--- config.mk ---
export PLATFORM = sky130hd
export DESIGN_NAME = noc_output_port_arbiter
export DESIGN_NICKNAME = d
export VERILOG_FILES = /design/src/rtl/noc_pkg.sv /design/src/rtl/rr_priority_picker.sv /design/src/rtl/noc_output_port_arbiter.sv
export SDC_FILE = /design/constraint.sdc
export NUM_CORES = 1
export LEC_CHECK = 0
export ABC_AREA = 0
export CORE_MARGIN = 1.5
export CORE_UTILIZATION = 50
export DETAILED_ROUTE_END_ITERATION = 8
export PLACE_DENSITY = 0.81
export SLEW_MARGIN = 30
export SYNTH_ARGS = -nofsm -noshare
export SYNTH_HDL_FRONTEND = slang
export SYNTH_HIERARCHICAL = 1
export SYNTH_SLANG_ARGS = --single-unit
export TNS_END_PERCENT = 1
--- constraint.sdc ---
create_clock -name clk -period 3.19 [get_ports clk]
set_input_delay 0.957 -clock clk [delete_from_list [all_inputs] [get_ports clk]]
set_output_delay 0.957 -clock clk [all_outputs]
set_load 0.02 [all_outputs]
--- src/rtl/noc_pkg.sv ---
`default_nettype none
// ============================================================================
// Module      : noc_pkg
// Description : Shared constants for the 5-port mesh router: port indices,
//               flit format and output-port arbiter state encoding.
// Revision    : 1.0 - initial release
// ============================================================================
package noc_pkg;

    localparam int PORT_LOCAL = 0;
    localparam int PORT_WEST  = 1;
    localparam int PORT_NORTH = 2;
    localparam int PORT_EAST  = 3;
    localparam int PORT_SOUTH = 4;

    localparam int NUM_PORTS  = 5;
    localparam int IDX_W      = 3;

    localparam int FLIT_W     = 18;
    localparam int FLIT_TYPE_HI = 17;
    localparam int FLIT_TYPE_LO = 16;

    localparam logic [1:0] FLIT_BODY   = 2'b00;
    localparam logic [1:0] FLIT_HEAD   = 2'b01;
    localparam logic [1:0] FLIT_TAIL   = 2'b10;
    localparam logic [1:0] FLIT_SINGLE = 2'b11;

    localparam logic [0:0] ARB_IDLE   = 1'b0;
    localparam logic [0:0] ARB_LOCKED = 1'b1;

    // Pointer to the port after idx, wrapping at n-1.
    function automatic logic [IDX_W-1:0] rr_next(input logic [IDX_W-1:0] idx, input int n);
        if (int'(idx) >= n - 1)
            return '0;
        return idx + IDX_W'(1);
    endfunction

endpackage

`default_nettype wire

--- src/rtl/rr_priority_picker.sv ---
`default_nettype none
// ============================================================================
// Module      : rr_priority_picker
// Description : Combinational round-robin picker: first set request bit found
//               scanning upward from rr_ptr, modulo NUM_PORTS.
// Revision    : 1.0 - initial release
// ============================================================================
module rr_priority_picker #(
    parameter int NUM_PORTS = 5
) (
    input  logic [NUM_PORTS-1:0]        mreq,
    input  logic [noc_pkg::IDX_W-1:0]   rr_ptr,
    output logic [NUM_PORTS-1:0]        winner,
    output logic [noc_pkg::IDX_W-1:0]   winner_idx
);
    import noc_pkg::*;

    logic [IDX_W:0]   w_sum;
    logic [IDX_W-1:0] w_cand;
    logic             w_found;

    always_comb begin
        winner     = '0;
        winner_idx = '0;
        w_found    = 1'b0;
        w_sum      = '0;
        w_cand     = '0;
        for (int off = 0; off < NUM_PORTS; off++) begin
            w_sum = {1'b0, rr_ptr} + (IDX_W+1)'(off);
            if (w_sum >= (IDX_W+1)'(NUM_PORTS))
                w_sum = w_sum - (IDX_W+1)'(NUM_PORTS);
            w_cand = w_sum[IDX_W-1:0];
            if (!w_found && mreq[w_cand]) begin
                w_found        = 1'b1;
                winner[w_cand] = 1'b1;
                winner_idx     = w_cand;
            end
        end
    end

endmodule

`default_nettype wire

--- src/rtl/noc_output_port_arbiter.sv ---
`default_nettype none
// ============================================================================
// Module      : noc_output_port_arbiter
// Description : Wormhole round-robin arbiter for one router output port; the
//               grant is held until the packet tail transfers downstream.
//               Optional lock watchdog enabled by NOC_ARB_TIMEOUT_EN.
// Revision    : 1.0 - initial release
// ============================================================================
module noc_output_port_arbiter #(
    parameter int         NUM_PORTS      = 5,
    parameter int         OUT_PORT_ID    = 0,
    parameter logic [7:0] TIMEOUT_CYCLES = 8'd255
) (
    input  logic                      clk,
    input  logic                      rst,
    input  logic [NUM_PORTS-1:0]      req,
    input  logic                      xfer,
    input  logic                      xfer_tail,
    output logic [NUM_PORTS-1:0]      grant,
    output logic                      grant_valid,
    output logic [noc_pkg::IDX_W-1:0] grant_idx,
    output logic                      protocol_err
`ifdef NOC_ARB_TIMEOUT_EN
    ,
    output logic                      arb_timeout
`endif
);
    import noc_pkg::*;

    // LOCAL may legitimately loop back; every other port must not U-turn.
    localparam logic [NUM_PORTS-1:0] c_uturn_mask =
        (OUT_PORT_ID == PORT_LOCAL) ? '0 : (NUM_PORTS'(1) << OUT_PORT_ID);

    logic [0:0]           r_state;
    logic [IDX_W-1:0]     r_rr_ptr;
    logic [NUM_PORTS-1:0] w_mreq;
    logic [NUM_PORTS-1:0] w_winner;
    logic [IDX_W-1:0]     w_winner_idx;

    assign w_mreq = req & ~c_uturn_mask;

    rr_priority_picker #(
        .NUM_PORTS (NUM_PORTS)
    ) u_picker (
        .mreq       (w_mreq),
        .rr_ptr     (r_rr_ptr),
        .winner     (w_winner),
        .winner_idx (w_winner_idx)
    );

`ifdef NOC_ARB_TIMEOUT_EN
    logic [7:0] r_wdog;

    always_ff @(posedge clk) begin
        if (rst) begin
            r_state      <= ARB_IDLE;
            r_rr_ptr     <= '0;
            r_wdog       <= '0;
            grant        <= '0;
            grant_valid  <= 1'b0;
            grant_idx    <= '0;
            protocol_err <= 1'b0;
            arb_timeout  <= 1'b0;
        end else begin
            arb_timeout <= 1'b0;
            case (r_state)
                ARB_IDLE: begin
                    r_wdog <= '0;
                    if (xfer)
                        protocol_err <= 1'b1;
                    if (w_mreq != '0) begin
                        r_state     <= ARB_LOCKED;
                        grant       <= w_winner;
                        grant_valid <= 1'b1;
                        grant_idx   <= w_winner_idx;
                    end
                end
                default: begin
                    if (xfer && xfer_tail) begin
                        r_state     <= ARB_IDLE;
                        r_rr_ptr    <= rr_next(grant_idx, NUM_PORTS);
                        r_wdog      <= '0;
                        grant       <= '0;
                        grant_valid <= 1'b0;
                        grant_idx   <= '0;
                    end else if (xfer) begin
                        r_wdog <= '0;
                    end else if (r_wdog + 8'd1 >= TIMEOUT_CYCLES) begin
                        // Stalled lock: release it as if the tail had gone.
                        r_state     <= ARB_IDLE;
                        r_rr_ptr    <= rr_next(grant_idx, NUM_PORTS);
                        r_wdog      <= '0;
                        grant       <= '0;
                        grant_valid <= 1'b0;
                        grant_idx   <= '0;
                        arb_timeout <= 1'b1;
                    end else begin
                        r_wdog <= r_wdog + 8'd1;
                    end
                end
            endcase
        end
    end
`else
    logic w_unused_timeout;
    assign w_unused_timeout = ^TIMEOUT_CYCLES;

    always_ff @(posedge clk) begin
        if (rst) begin
            r_state      <= ARB_IDLE;
            r_rr_ptr     <= '0;
            grant        <= '0;
            grant_valid  <= 1'b0;
            grant_idx    <= '0;
            protocol_err <= 1'b0;
        end else begin
            case (r_state)
                ARB_IDLE: begin
                    if (xfer)
                        protocol_err <= 1'b1;
                    if (w_mreq != '0) begin
                        r_state     <= ARB_LOCKED;
                        grant       <= w_winner;
                        grant_valid <= 1'b1;
                        grant_idx   <= w_winner_idx;
                    end
                end
                default: begin
                    if (xfer && xfer_tail) begin
                        r_state     <= ARB_IDLE;
                        r_rr_ptr    <= rr_next(grant_idx, NUM_PORTS);
                        grant       <= '0;
                        grant_valid <= 1'b0;
                        grant_idx   <= '0;
                    end
                end
            endcase
        end
    end
`endif

endmodule

`default_nettype wire

* Word level (Yosys, flattened, before mapping)
Cells that the tools add are included.
** Storage, ports and cells
- Input bits :: 9
- Flip-flop bits (word level) :: 14
- Logic and storage cells :: 114
- Bits in latches :: 0
- Bits in writable memories :: 0
- Memories :: 0
- ROM bits :: 0
- Output and inout port bits :: 10
** Cells by class
- Eq/ne operators :: 1
- Bitwise gates (word level) :: 5
- Order comparisons :: 16
- Reductions and logical operators :: 19
- Muxes and demuxes :: 57
- Divide/modulo/power cells :: 0
- Multipliers :: 0
- Shift-type cells :: 0
- Add/subtract/negate cells :: 10
** Operators with widths (count)
- $mux W3 :: 15
- $mux W5 :: 8
- $mux W1 :: 24
- $lt A3 B4 Y1 const B :: 5
- $or A5 B5 Y5 :: 4
- $ge A4 B3 Y1 const B :: 4
- $bmux W1 S3 :: 5
- $demux W1 S3 :: 5
- $ge A3 B1 Y1 const B :: 5
- $sub A3 B3 Y3 const B :: 5
- $logic_and A1 B1 Y1 :: 10
- $add A3 B2 Y4 const B :: 2
- $ge A3 B3 Y1 const B :: 2
- $reduce_and A2 Y1 :: 3
- $reduce_bool A5 Y1 :: 1
- $add A3 B1 Y4 const B :: 1
- $add A3 B3 Y4 const B :: 1
- $logic_not A1 Y1 :: 4
- $add A3 B1 Y3 const B :: 1
- $ne A2 B1 Y1 const B :: 1
- $reduce_bool A2 Y1 :: 1
- $not A1 Y1 :: 1

* Longest topological paths before layout
Gate-level depths: netlist (run 1).
- Word-level depth :: 19
- Mapped depth :: 13
- Gate-level depth less buffers :: 13

* Cells and area by module
Netlist (run 1), hierarchy kept.
** By module, submodules not included
- rr_priority_picker :: cells each 196, area each 1368.8 um^2, instances 1, sequential area each 0.0 um^2
- noc_output_port_arbiter :: cells each 66, area each 595.6 um^2, instances 1, sequential area each 280.3 um^2

* Worst setup path after synthesis (run 1)
OpenSTA, ideal clock, no wires.
- Path kind :: register -> register
- From :: register r_rr_ptr[1]
- To :: register grant[1]
- Setup slack :: 0.085 ns
- Path buffers :: 1
- Stages on the path, launching flop included :: 14
- Period minus slack after synthesis :: 3.105 ns
- Library setup time :: 0.092 ns
- Data arrival time :: 3.013 ns
- Required time :: 3.098 ns
- Cell sequence :: dfxtp_1 inv_1 ha_1 ha_1 buf_2 inv_1 nand2_1 o21ai_1 a32o_1 a311o_1 or3_1 o311ai_2 nand2b_1 o32ai_1
** On the way
- Cells in the longest elaborated chain, start to end :: 19
- Elaborated cells on any way between the ends :: 77
- Those cells by class :: add/sub (9); order compare (15); mux (36); bitwise (4); reduce/logical (13)
** RTL lines
- start, declared :: line noc_output_port_arbiter.sv:35 : logic [IDX_W-1:0] r_rr_ptr;
- start signal, assigned :: line noc_output_port_arbiter.sv:131 : r_rr_ptr <= rr_next(grant_idx, NUM_PORTS);
- parallel branches: the longest is 16 deep, another holds $add A3 B1 Y4
- $mux W5 * :: line rr_priority_picker.sv:33 : if (!w_found && mreq[w_cand]) begin
- via w_winner[1] :: line noc_output_port_arbiter.sv:37 : logic [NUM_PORTS-1:0] w_winner;
- $mux W5 * :: line noc_output_port_arbiter.sv:121 : if (w_mreq != '0) begin
- $mux W5 * :: line noc_output_port_arbiter.sv:117 : case (r_state)
- end signal, assigned :: line noc_output_port_arbiter.sv:123 : grant <= w_winner;
- end, declared :: line noc_output_port_arbiter.sv:19 : output logic [NUM_PORTS-1:0] grant,
Mark *: on every way through the listed nets, which the timed path passes. The select of a mux whose other input is x is not followed.
A chain may end at the register's enable or synchronous reset.

* Worst setup path after layout (run 1)
- From :: register r_rr_ptr[1]
- To :: register grant[0]
The elaborated chain is that of the path after synthesis.

==> results_dict.tcl, run 1 <==
set metrics [dict create \
    firstDrtPassIters 7 \
    finalPower_w 0.000689 \
    pin_count 19 \
    numCtsBuffers 3 \
    path_cells "inv_1 -> ha_1 -> a21oi_4 -> xnor2_2 -> mux2i_1 -> a221oi_2 -> buf_4 -> or4_1 -> o211ai_1 -> or3_1 -> nand2b_1 -> o32ai_1" \
    final_hold_viol_count 0 \
    grt_pass1_vias 1971 \
    ys_warn_count 6 \
    synth_flop_cell "dfxtp_1" \
    critical_path_arrival_ns 3.11 \
    synth.ff_latch_count 14 \
    setup_violations 0 \
    drt-total-wl_um 5890 \
    synth_cell_type_count 69 \
    dp_hpwl_um 4520 \
    avgViaCountPerCell 6.26 \
    cts_tree "yes" \
    cpMaxStageDelayCell "a221oi_2" \
    crit_path_end_kind "register" \
    skew_ns 0.00251 \
    clockPowerShare_pct 25.5 \
    drt_drc_violations_left 0 \
    port_buffers 18 \
    syn_area_per_cell_sq_um 7.50 \
    synth_nets 283 \
    cts_hold_buf 0 \
    vias 2229 \
    utilization_pct 67.1 \
    power_switching_w 0.000246 \
    cts_sinks 14 \
    ys_seq_area_share_pct 14.3 \
    clock.fmax_mhz 334 \
    cp.required_ns 3.31 \
    final_antenna_net_count 0 \
    clk_latency_ns 0.25 \
    p_int_w 0.000443 \
    rows 22 \
    antenna_found_initial 0 \
    tightest_slew_ns 0.673 \
    wl_per_cell_um 16.5 \
    ys_top_cells_by_area "dfxtp_1, ha_1, nand2_1, nand2b_1, o32ai_1" \
    grt_use_total_pct 28.5 \
    dieHeight_um 65.7 \
    worstPathMaxFanout 13 \
    syn2layout_area_growth_pct 26.9 \
    maxSlewViolCount 0 \
    grt_max_degree 24 \
    coreArea_sq_mm 0.00372 \
    synth.largest_area_cell "dfxtp_1" \
    start_util_pct 52.9 \
    timing.slew.headroom_pct 55.0 \
    overflow 0 \
    drive_above_1_share_pct 19.8 \
    crit_type "reg -> reg" \
    leakagePower_nw 1.04 \
    pwr-share-comb_pct 46.3 \
    synth_edf_count 0 \
    min_period_over_period_pct 94.0 \
    ctsHtreeMaxLevel 1 \
    num_antenna_cells 0 \
    clockRootBuffer "clkbuf_8" \
    async_reset_ff_share_pct 0 \
    p_sw_share_pct 35.6 \
    clk_pin_slew_ns 0.06 \
    place.gp.congestion 0.975 \
    clockBufferDepth 2 \
    dieWidth_um 65.7 \
    grt_pass1_wl_um 9600 \
    max-cap-violations 0 \
    slowest_delay_ns 0.44 \
    status "finished, final reports clean" \
    fin_crit_ns 3.00 \
    powerDensity_mw_per_mm2 276 \
    synth_top_area_share_pct 14.3 \
    syn_inst 262 \
    ir_worst_vdd_v 0.000163 \
    cp-start-kind "register" \
    die_area_sq_mm 0.00431 \
    fin_nets 330 \
    worstHoldPathType "reg -> reg" \
    power.share.sequential_pct 28.2 \
    synth_area_sq_mm 0.00196 \
    drt_iter0_drc 193 \
]
[per-stage QoR]
| stage | setup slack (ns) | TNS [ns] | area, sq um | cells | hold slack (ns) |
|---|---|---|---|---|---|
| 6_report | 0.192 | 0 | 2490 | 356 | 0.462 |
| 5_1_grt | -0.00158 | -0.00158 | 2490 | 356 | 0.497 |
| 2_1_floorplan | 0.0848 | 0 | 1960 | 262 | 0.529 |
| 3_3_place_gp | -0.141 | -0.886 | 2400 | 351 | 0.450 |
| 4_1_cts | 0.0209 | 0 | 2450 | 355 | 0.464 |
| 3_5_place_dp | -0.188 | -1.21 | 2400 | 351 | 0.453 |
[placed cells by master, fill, tap and decap left out, drive strengths merged, types with 7 or more instances in the layout]
cell | netlist | routed
a21oi | 15 | 15
buf | 8 | 36
clkdlybuf4s50 | 0 | 16
dfxtp | 14 | 14
ha | 11 | 11
inv | 18 | 18
nand2 | 26 | 26
nand2b | 16 | 16
nand3 | 15 | 15
nor2 | 10 | 10
o21ai | 13 | 13
o32ai | 9 | 9
or3 | 8 | 8
xnor2 | 7 | 7
[layer usage]
metal,track usage [%],vias to the layer above,part of all wire [%]
li1,-,1077,-
met2,46.0,104,46
met1,38.5,1036,44
met4,8.59,0,1.5
met5,0,-,0
met3,5.14,12,8.3
[worst max-delay path: cells and delay by family, from the launching register on]
kind | cells | cell delay (ns)
mux | 1 | 0.14
xor+xnor | 1 | 0.22
flops | 1 | 0.41
buf+inv | 2 | 0.36
simple gates | 3 | 0.57
compound gates | 4 | 0.90
fa+ha+maj | 1 | 0.28
[power groups by stage]
stage	Sequential, W	Combinational (W)	Clock [W]
final	0.000195	0.000319	0.000175
after global routing	0.000195	0.000345	0.000188
after CTS	0.000194	0.000308	0.000177
after detailed placement	0.000198	0.000306	0
after floorplan	0.000209	0.000179	0
after global placement	0.000197	0.000300	0
[area by class of cell]
class,count,area (sq um)
clock buffers,4,55.1
well taps,48,60.1
repair buffers,54,455
multi-input cells,218,1570
flip-flops and latches,14,283
fillers,317,1220
inverters,18,67.6
[cell families (layout without fill, tap and decap cells)]
| logic type | Yosys count | in the layout | synth area share, % |
|---|---|---|---|
| and+or+nand+nor | 106 | 106 | 30.3 |
| AOI/OAI and AO/OA | 87 | 87 | 34.0 |
| buffers and inverters | 30 | 76 | 6.94 |
| DFF | 14 | 14 | 14.3 |
| adders and majority gates | 12 | 12 | 8.03 |
| xor gates and xnor gates | 8 | 8 | 3.95 |
| muxes | 5 | 5 | 2.55 |
[state kept, by name, summed over array words and instances, names as in the netlist]
register	flops
grant_idx	3
r_state	1
r_rr_ptr	3
grant_valid	1
grant	5
protocol_err	1
[synth_stat cells (all sizes together), types with 7 or more instances]
| master | number |
|---|---|
| inv | 18 |
| nand3 | 15 |
| o32ai | 9 |
| xnor2 | 7 |
| nor2 | 10 |
| nand2 | 26 |
| nand2b | 16 |
| or3 | 8 |
| a21oi | 15 |
| o21ai | 13 |
| dfxtp | 14 |
| ha | 11 |
| buf | 8 |
[final timing paths]
check                      startpoint                  endpoint  slack (ns)  cells after the start
max reg2reg  r_rr_ptr[1]$_SDFFE_PP0P_     grant[0]$_SDFFE_PP0P_        0.19                     12
min reg2reg  grant_valid$_SDFFE_PP0P_  grant_valid$_SDFFE_PP0P_        0.46                      2
max          r_rr_ptr[1]$_SDFFE_PP0P_     grant[0]$_SDFFE_PP0P_        0.19                     12
min          grant_valid$_SDFFE_PP0P_  grant_valid$_SDFFE_PP0P_        0.46                      2
[repair_timing]
item,in CTS,in global routing
hold endpoints to repair,0,0
setup buffers,0,1
setup endpoints to repair,0,8
resized for setup,0,12
Note: power is estimated with default switching activity, not from simulation.
==> run 2, diff against run 1 <==
--- a/config.mk
+++ b/config.mk
@@ -6,6 +6,7 @@
 export NUM_CORES = 1
 export LEC_CHECK = 0
 export ABC_AREA = 0
+export CORE_ASPECT_RATIO = 0.8
 export CORE_MARGIN = 1.5
 export CORE_UTILIZATION = 50
 export DETAILED_ROUTE_END_ITERATION = 8
==> run 2 against run 1 <==
  * Cell count increased by 2.0%
  * Highest routed layer unchanged
  * Total power decreased by 5.7%
  * First-iteration DRC count decreased by 16%
  * Via count decreased by 1.4%
  * Utilization decreased by 0.75 points
  * Routed wire length decreased by 4.7%
  * Count of clock-buffer cells in the layout decreased by 1
==> results_dict.tcl, run 2 (same netlist as run 1, synthesis figures left out) <==
set metrics [dict create \
    status "finished, final reports clean" \
    dp_hpwl_um 4460 \
    hold_ws_ns 0.469 \
    grt_pass1_wl_um 9070 \
    antenna_found_initial 0 \
    tns_ns 0 \
    maxSlewViolCount 0 \
    skew_ns 0.00577 \
    max-cap-violations 0 \
    drt-total-wl_um 5610 \
    grt_max_degree 23 \
    overflow 0 \
    rows 20 \
    numCtsBuffers 3 \
    setup_violations 0 \
    grt_use_total_pct 26.9 \
    power.share.sequential_pct 29.9 \
    crit_path_end_kind "register" \
    drt_iter0_drc 163 \
    final_common_cell "buf_4" \
    firstDrtPassIters 4 \
    tightest_slew_ns 0.633 \
    drive_above_1_share_pct 19.8 \
    wl_per_cell_um 15.5 \
    cts_tree "yes" \
    ctsHtreeMaxLevel 1 \
    coreArea_sq_mm 0.00378 \
    fin_area_sq_mm 0.00251 \
    pin_count 19 \
    final_antenna_net_count 0 \
    dieHeight_um 59.1 \
    top_layer "met4" \
    mostFrequentLayoutCells "buf_4, nand2_1, inv_1, clkdlybuf4s50_1, nand2b_1" \
    start_util_pct 52.0 \
    leakagePower_nw 1.03 \
    critical_path_arrival_ns 3.21 \
    crit_start "req[3]" \
    wl_met3_um 442 \
    slowest_delay_ns 0.59 \
    crit_type "in -> reg" \
    fin_nets 331 \
    die_area_sq_mm 0.00432 \
    worstHoldPathType "reg -> reg" \
    reg.largest.list "grant x5, grant_idx x3, r_rr_ptr x3" \
    regMostFlops "grant" \
    cp-start-kind "primary input" \
    dieWidth_um 73.1 \
    drt_drc_violations_left 0 \
    clockPowerShare_pct 21.4 \
    avgViaCountPerCell 6.06 \
    path_delay_family "compound AO/OA/AOI/OAI gates" \
    power_switching_w 0.000232 \
    p_int_w 0.000418 \
    worstPathMaxFanout 7 \
    num_antenna_cells 0 \
    holdCritStartpoint "grant_valid$_SDFFE_PP0P_" \
    finalPower_w 0.000650 \
    dr_wl_met2_um 2470 \
    utilization_pct 66.3 \
    min_period_over_period_pct 96.1 \
    grt_pass1_vias 1965 \
    final_hold_viol_count 0 \
    port_buffers 18 \
    cpMaxStageDelayCell "clkdlybuf4s50_1" \
    syn2layout_area_growth_pct 27.6 \
    cts_hold_buf 0 \
    clockRootBuffer "clkbuf_8" \
    vias 2198 \
    p_sw_share_pct 35.7 \
    place_area_sq_mm 0.00240 \
    cts_sinks 14 \
    rsz0062_at_grt "true" \
    timing.slew.headroom_pct 57.7 \
    fin_crit_ns 3.07 \
    clk_latency_ns 0.24 \
    pwr-share-comb_pct 48.7 \
    place.gp.congestion 0.946 \
    critPathBufInv 1 \
    largest_register_ffs 5 \
    wirelength_met1_um 2630 \
    cp.required_ns 3.33 \
    r2r-start "r_rr_ptr[1]$_SDFFE_PP0P_" \
    clock.fmax_mhz 326 \
    powerDensity_mw_per_mm2 259 \
    ir_worst_vdd_v 0.000142 \
    clk_pin_slew_ns 0.05 \
    clockBufferDepth 2 \
    path_cells "clkdlybuf4s50_1 -> a21bo_1 -> a211o_1 -> a311o_1 -> or3_1 -> o311ai_2 -> nand2b_1 -> o32ai_1" \
]
run 2: cell type report:
class | instances | area [sq um]
timing repair buffer | 55 | 460
clock buffer | 3 | 41.3
multi-input combinational | 218 | 1590
tap | 55 | 68.8
sequential | 14 | 283
fill | 307 | 1270
inverter | 18 | 67.6
run 2: path summary, 6_finish.rpt:
kind / cells past startpoint / slack (ns) / to
worst max-delay path: 8 / 0.12 / grant[1]$_SDFFE_PP0P_
worst min-delay path: 2 / 0.47 / grant_valid$_SDFFE_PP0P_
worst max register to register: 13 / 0.13 / grant[2]$_SDFFE_PP0P_
worst min register to register: 2 / 0.47 / grant_valid$_SDFFE_PP0P_
run 2: power by group through the flow:
stage | registers, W | logic, W | clock network (W)
floorplan | 0.000209 | 0.000179 | 0
global placement | 0.000198 | 0.000297 | 0
detailed placement | 0.000198 | 0.000301 | 0
CTS | 0.000194 | 0.000303 | 0.000144
global route | 0.000196 | 0.000343 | 0.000151
finish | 0.000195 | 0.000316 | 0.000139
run 2: through the flow:
step	worst slack (ns)	instances
floorplan	0.0848	262
global placement	-0.0972	357
detailed placement	-0.138	357
CTS	0.00358	360
global route	-0.0376	363
finish	0.123	363
run 2: repair_timing:
action	4_1_cts	5_1_grt
buffers inserted	0	3
pin swaps	0	4
gates resized for setup	1	10
setup endpoints to repair	1	8
run 2: tightest hold or removal path, stage by stage (launching register included):
cell	delay, ns
dfxtp_1	0.31
nand2_1	0.05
a21oi_1	0.06
run 2: per-layer routing:
metal  vias to the layer above  global-route usage (%)
met5                         -                       0
li1                       1077                       -
met1                      1030                    37.6
met2                        85                    42.3
met3                         6                    5.78
met4                         0                    6.20
==> run 3, diff against run 2 <==
--- a/config.mk
+++ b/config.mk
@@ -8,9 +8,9 @@
 export ABC_AREA = 0
 export CORE_ASPECT_RATIO = 0.8
 export CORE_MARGIN = 1.5
-export CORE_UTILIZATION = 50
+export CORE_UTILIZATION = 23
 export DETAILED_ROUTE_END_ITERATION = 8
-export PLACE_DENSITY = 0.81
+export PLACE_DENSITY = 0.47
 export SLEW_MARGIN = 30
 export SYNTH_ARGS = -nofsm -noshare
 export SYNTH_HDL_FRONTEND = slang
==> run 3 against run 2 <==
  * Worst setup slack better by 0.062 ns
  * Largest cell class unchanged
  * Count of clock-buffer cells in the layout stayed put
  * Fmax grew 2.1%
  * Critical path depth rose by 2
  * Non-clock buffer count rose by 3
  * First-iteration DRC count is 11% higher
  * Register-to-register slack better by 0.07 ns
==> results_dict.tcl, run 3 (same netlist as run 1, synthesis figures left out) <==
set metrics [dict create \
    syn2layout_area_growth_pct 32.6 \
    utilization_pct 32.2 \
    setup_slack_ns 0.185 \
    reg2reg_depth 14 \
    place_area_sq_mm 0.00247 \
    vias 2148 \
    clock.fmax_mhz 333 \
    drt_iter0_drc 181 \
    min_period_over_period_pct 94.2 \
    leakagePower_nw 1.06 \
    final_common_cell "buf_4" \
    pin_count 19 \
    timing.rr.end "grant_idx[2]$_SDFFE_PP0P_" \
    cp.required_ns 3.33 \
    timing.slew.headroom_pct 53.9 \
    grt_pass1_wl_um 10000 \
    cts_tree "yes" \
    rows 29 \
    crit_path_end_kind "register" \
    slowest_delay_ns 0.53 \
    max-cap-violations 0 \
    status "finished, final reports clean" \
    ctsHtreeMaxLevel 1 \
    clockRootBuffer "clkbuf_8" \
    cts_sinks 14 \
    worstPathMaxFanout 5 \
    drive_above_1_share_pct 20.9 \
    grt_use_total_pct 13.7 \
    crit_type "in -> reg" \
    reg2reg_slack_ns 0.20 \
    place_ws_ns -0.199 \
    setup_violations 0 \
    worstHoldPathType "reg -> reg" \
    cp-start-kind "primary input" \
    path_cells "clkdlybuf4s50_1 -> o221ai_1 -> o21ai_1 -> a32o_1 -> a311o_1 -> buf_4 -> or3_1 -> o211ai_1 -> nand2b_1 -> o32ai_1" \
    largest_register_ffs 5 \
    skew_ns 0.00222 \
    avgViaCountPerCell 5.13 \
    dieHeight_um 85.7 \
    reg.largest.list "grant x5, grant_idx x3, r_rr_ptr x3" \
    hold_ws_ns 0.468 \
    clk_latency_ns 0.24 \
    antenna_found_initial 0 \
    wl_per_cell_um 14.7 \
    holdCritStartpoint "grant_valid$_SDFFE_PP0P_" \
    coreArea_sq_mm 0.00809 \
    cpMaxStageDelayCell "clkdlybuf4s50_1" \
    grt_max_degree 23 \
    firstDrtPassIters 5 \
    tns_ns 0 \
    powerDensity_mw_per_mm2 252 \
    port_buffers 18 \
    drt-total-wl_um 6160 \
    overflow 0 \
    cts_hold_buf 0 \
    fin_area_sq_mm 0.00261 \
    ir_worst_vdd_v 0.000143 \
    critical_path_arrival_ns 3.15 \
    drt_drc_violations_left 0 \
    grt_pass1_vias 1929 \
    dp_hpwl_um 4980 \
    regMostFlops "grant" \
    clk_pin_slew_ns 0.06 \
    final_antenna_net_count 0 \
    die_area_sq_mm 0.00911 \
    final_hold_viol_count 0 \
    whs_path_depth 2 \
    fin_crit_ns 3.00 \
    clockBufferDepth 2 \
    start_util_pct 24.3 \
    r2r-start "r_rr_ptr[0]$_SDFFE_PP0P_" \
    tightest_slew_ns 0.689 \
    num_antenna_cells 0 \
    maxSlewViolCount 0 \
    mostFrequentLayoutCells "buf_4, nand2_1, inv_1" \
    dieWidth_um 106 \
    fin_nets 334 \
    min_to "grant_valid$_SDFFE_PP0P_" \
    place.gp.congestion 0.912 \
    numCtsBuffers 3 \
]
run 3: worst max path at each step:
| stage | from | to |
|---|---|---|
| after floorplan | r_rr_ptr[1]$_SDFFE_PP0P_ | grant[1]$_SDFFE_PP0P_ |
| after global placement | req[1] | grant[0]$_SDFFE_PP0P_ |
| after detailed placement | req[1] | grant[2]$_SDFFE_PP0P_ |
| after CTS | r_rr_ptr[1]$_SDFFE_PP0P_ | grant[0]$_SDFFE_PP0P_ |
| after global routing | r_rr_ptr[0]$_SDFFE_PP0P_ | grant[3]$_SDFFE_PP0P_ |
| final | req[2] | grant[2]$_SDFFE_PP0P_ |
run 3: metal layers:
metal,vias up,wire [um],GRT usage [%]
li1,1082,-,-
met1,1014,3220,20.9
met2,48,2640,20.2
met3,4,249,2.51
met4,0,38,1.47
met5,-,0,0
run 3: critical path: cells and delay by family:
kind,cells,cell delay (ns)
AND/OR/NAND/NOR,2,0.42
AO/OA/AOI/OAI,6,1.07
buffers and inverters,2,0.69
run 3: cell type report:
| cell class | instances | area [sq um] |
|---|---|---|
| Tap cell | 108 | 135 |
| Fill cell | 882 | 5490 |
| Timing Repair Buffer | 58 | 488 |
| Sequential cell | 14 | 283 |
| Multi-Input combinational cell | 218 | 1590 |
| Clock buffer | 3 | 41.3 |
| Inverter | 18 | 67.6 |
run 3: repair_timing:
item / 4_1_cts / 5_1_grt
pin swaps: 0 / 2
resized for setup: 1 / 13
buffers inserted: 0 / 5
endpoints found under the setup margin: 1 / 8
run 3: power breakdown:
group | internal, W | switching, W | total (W)
combinational | 0.000146 | 0.000172 | 0.000318
clock | 0.0000835 | 0.0000600 | 0.000143
sequential | 0.000186 | 0.00000836 | 0.000194
run 3: stage by stage:
| step | instances | total power, W |
|---|---|---|
| floorplan | 262 | 0.000387 |
| global placement | 411 | 0.000509 |
| detailed placement | 411 | 0.000504 |
| CTS | 414 | 0.000653 |
| global route | 419 | 0.000703 |
| finish | 419 | 0.000656 |
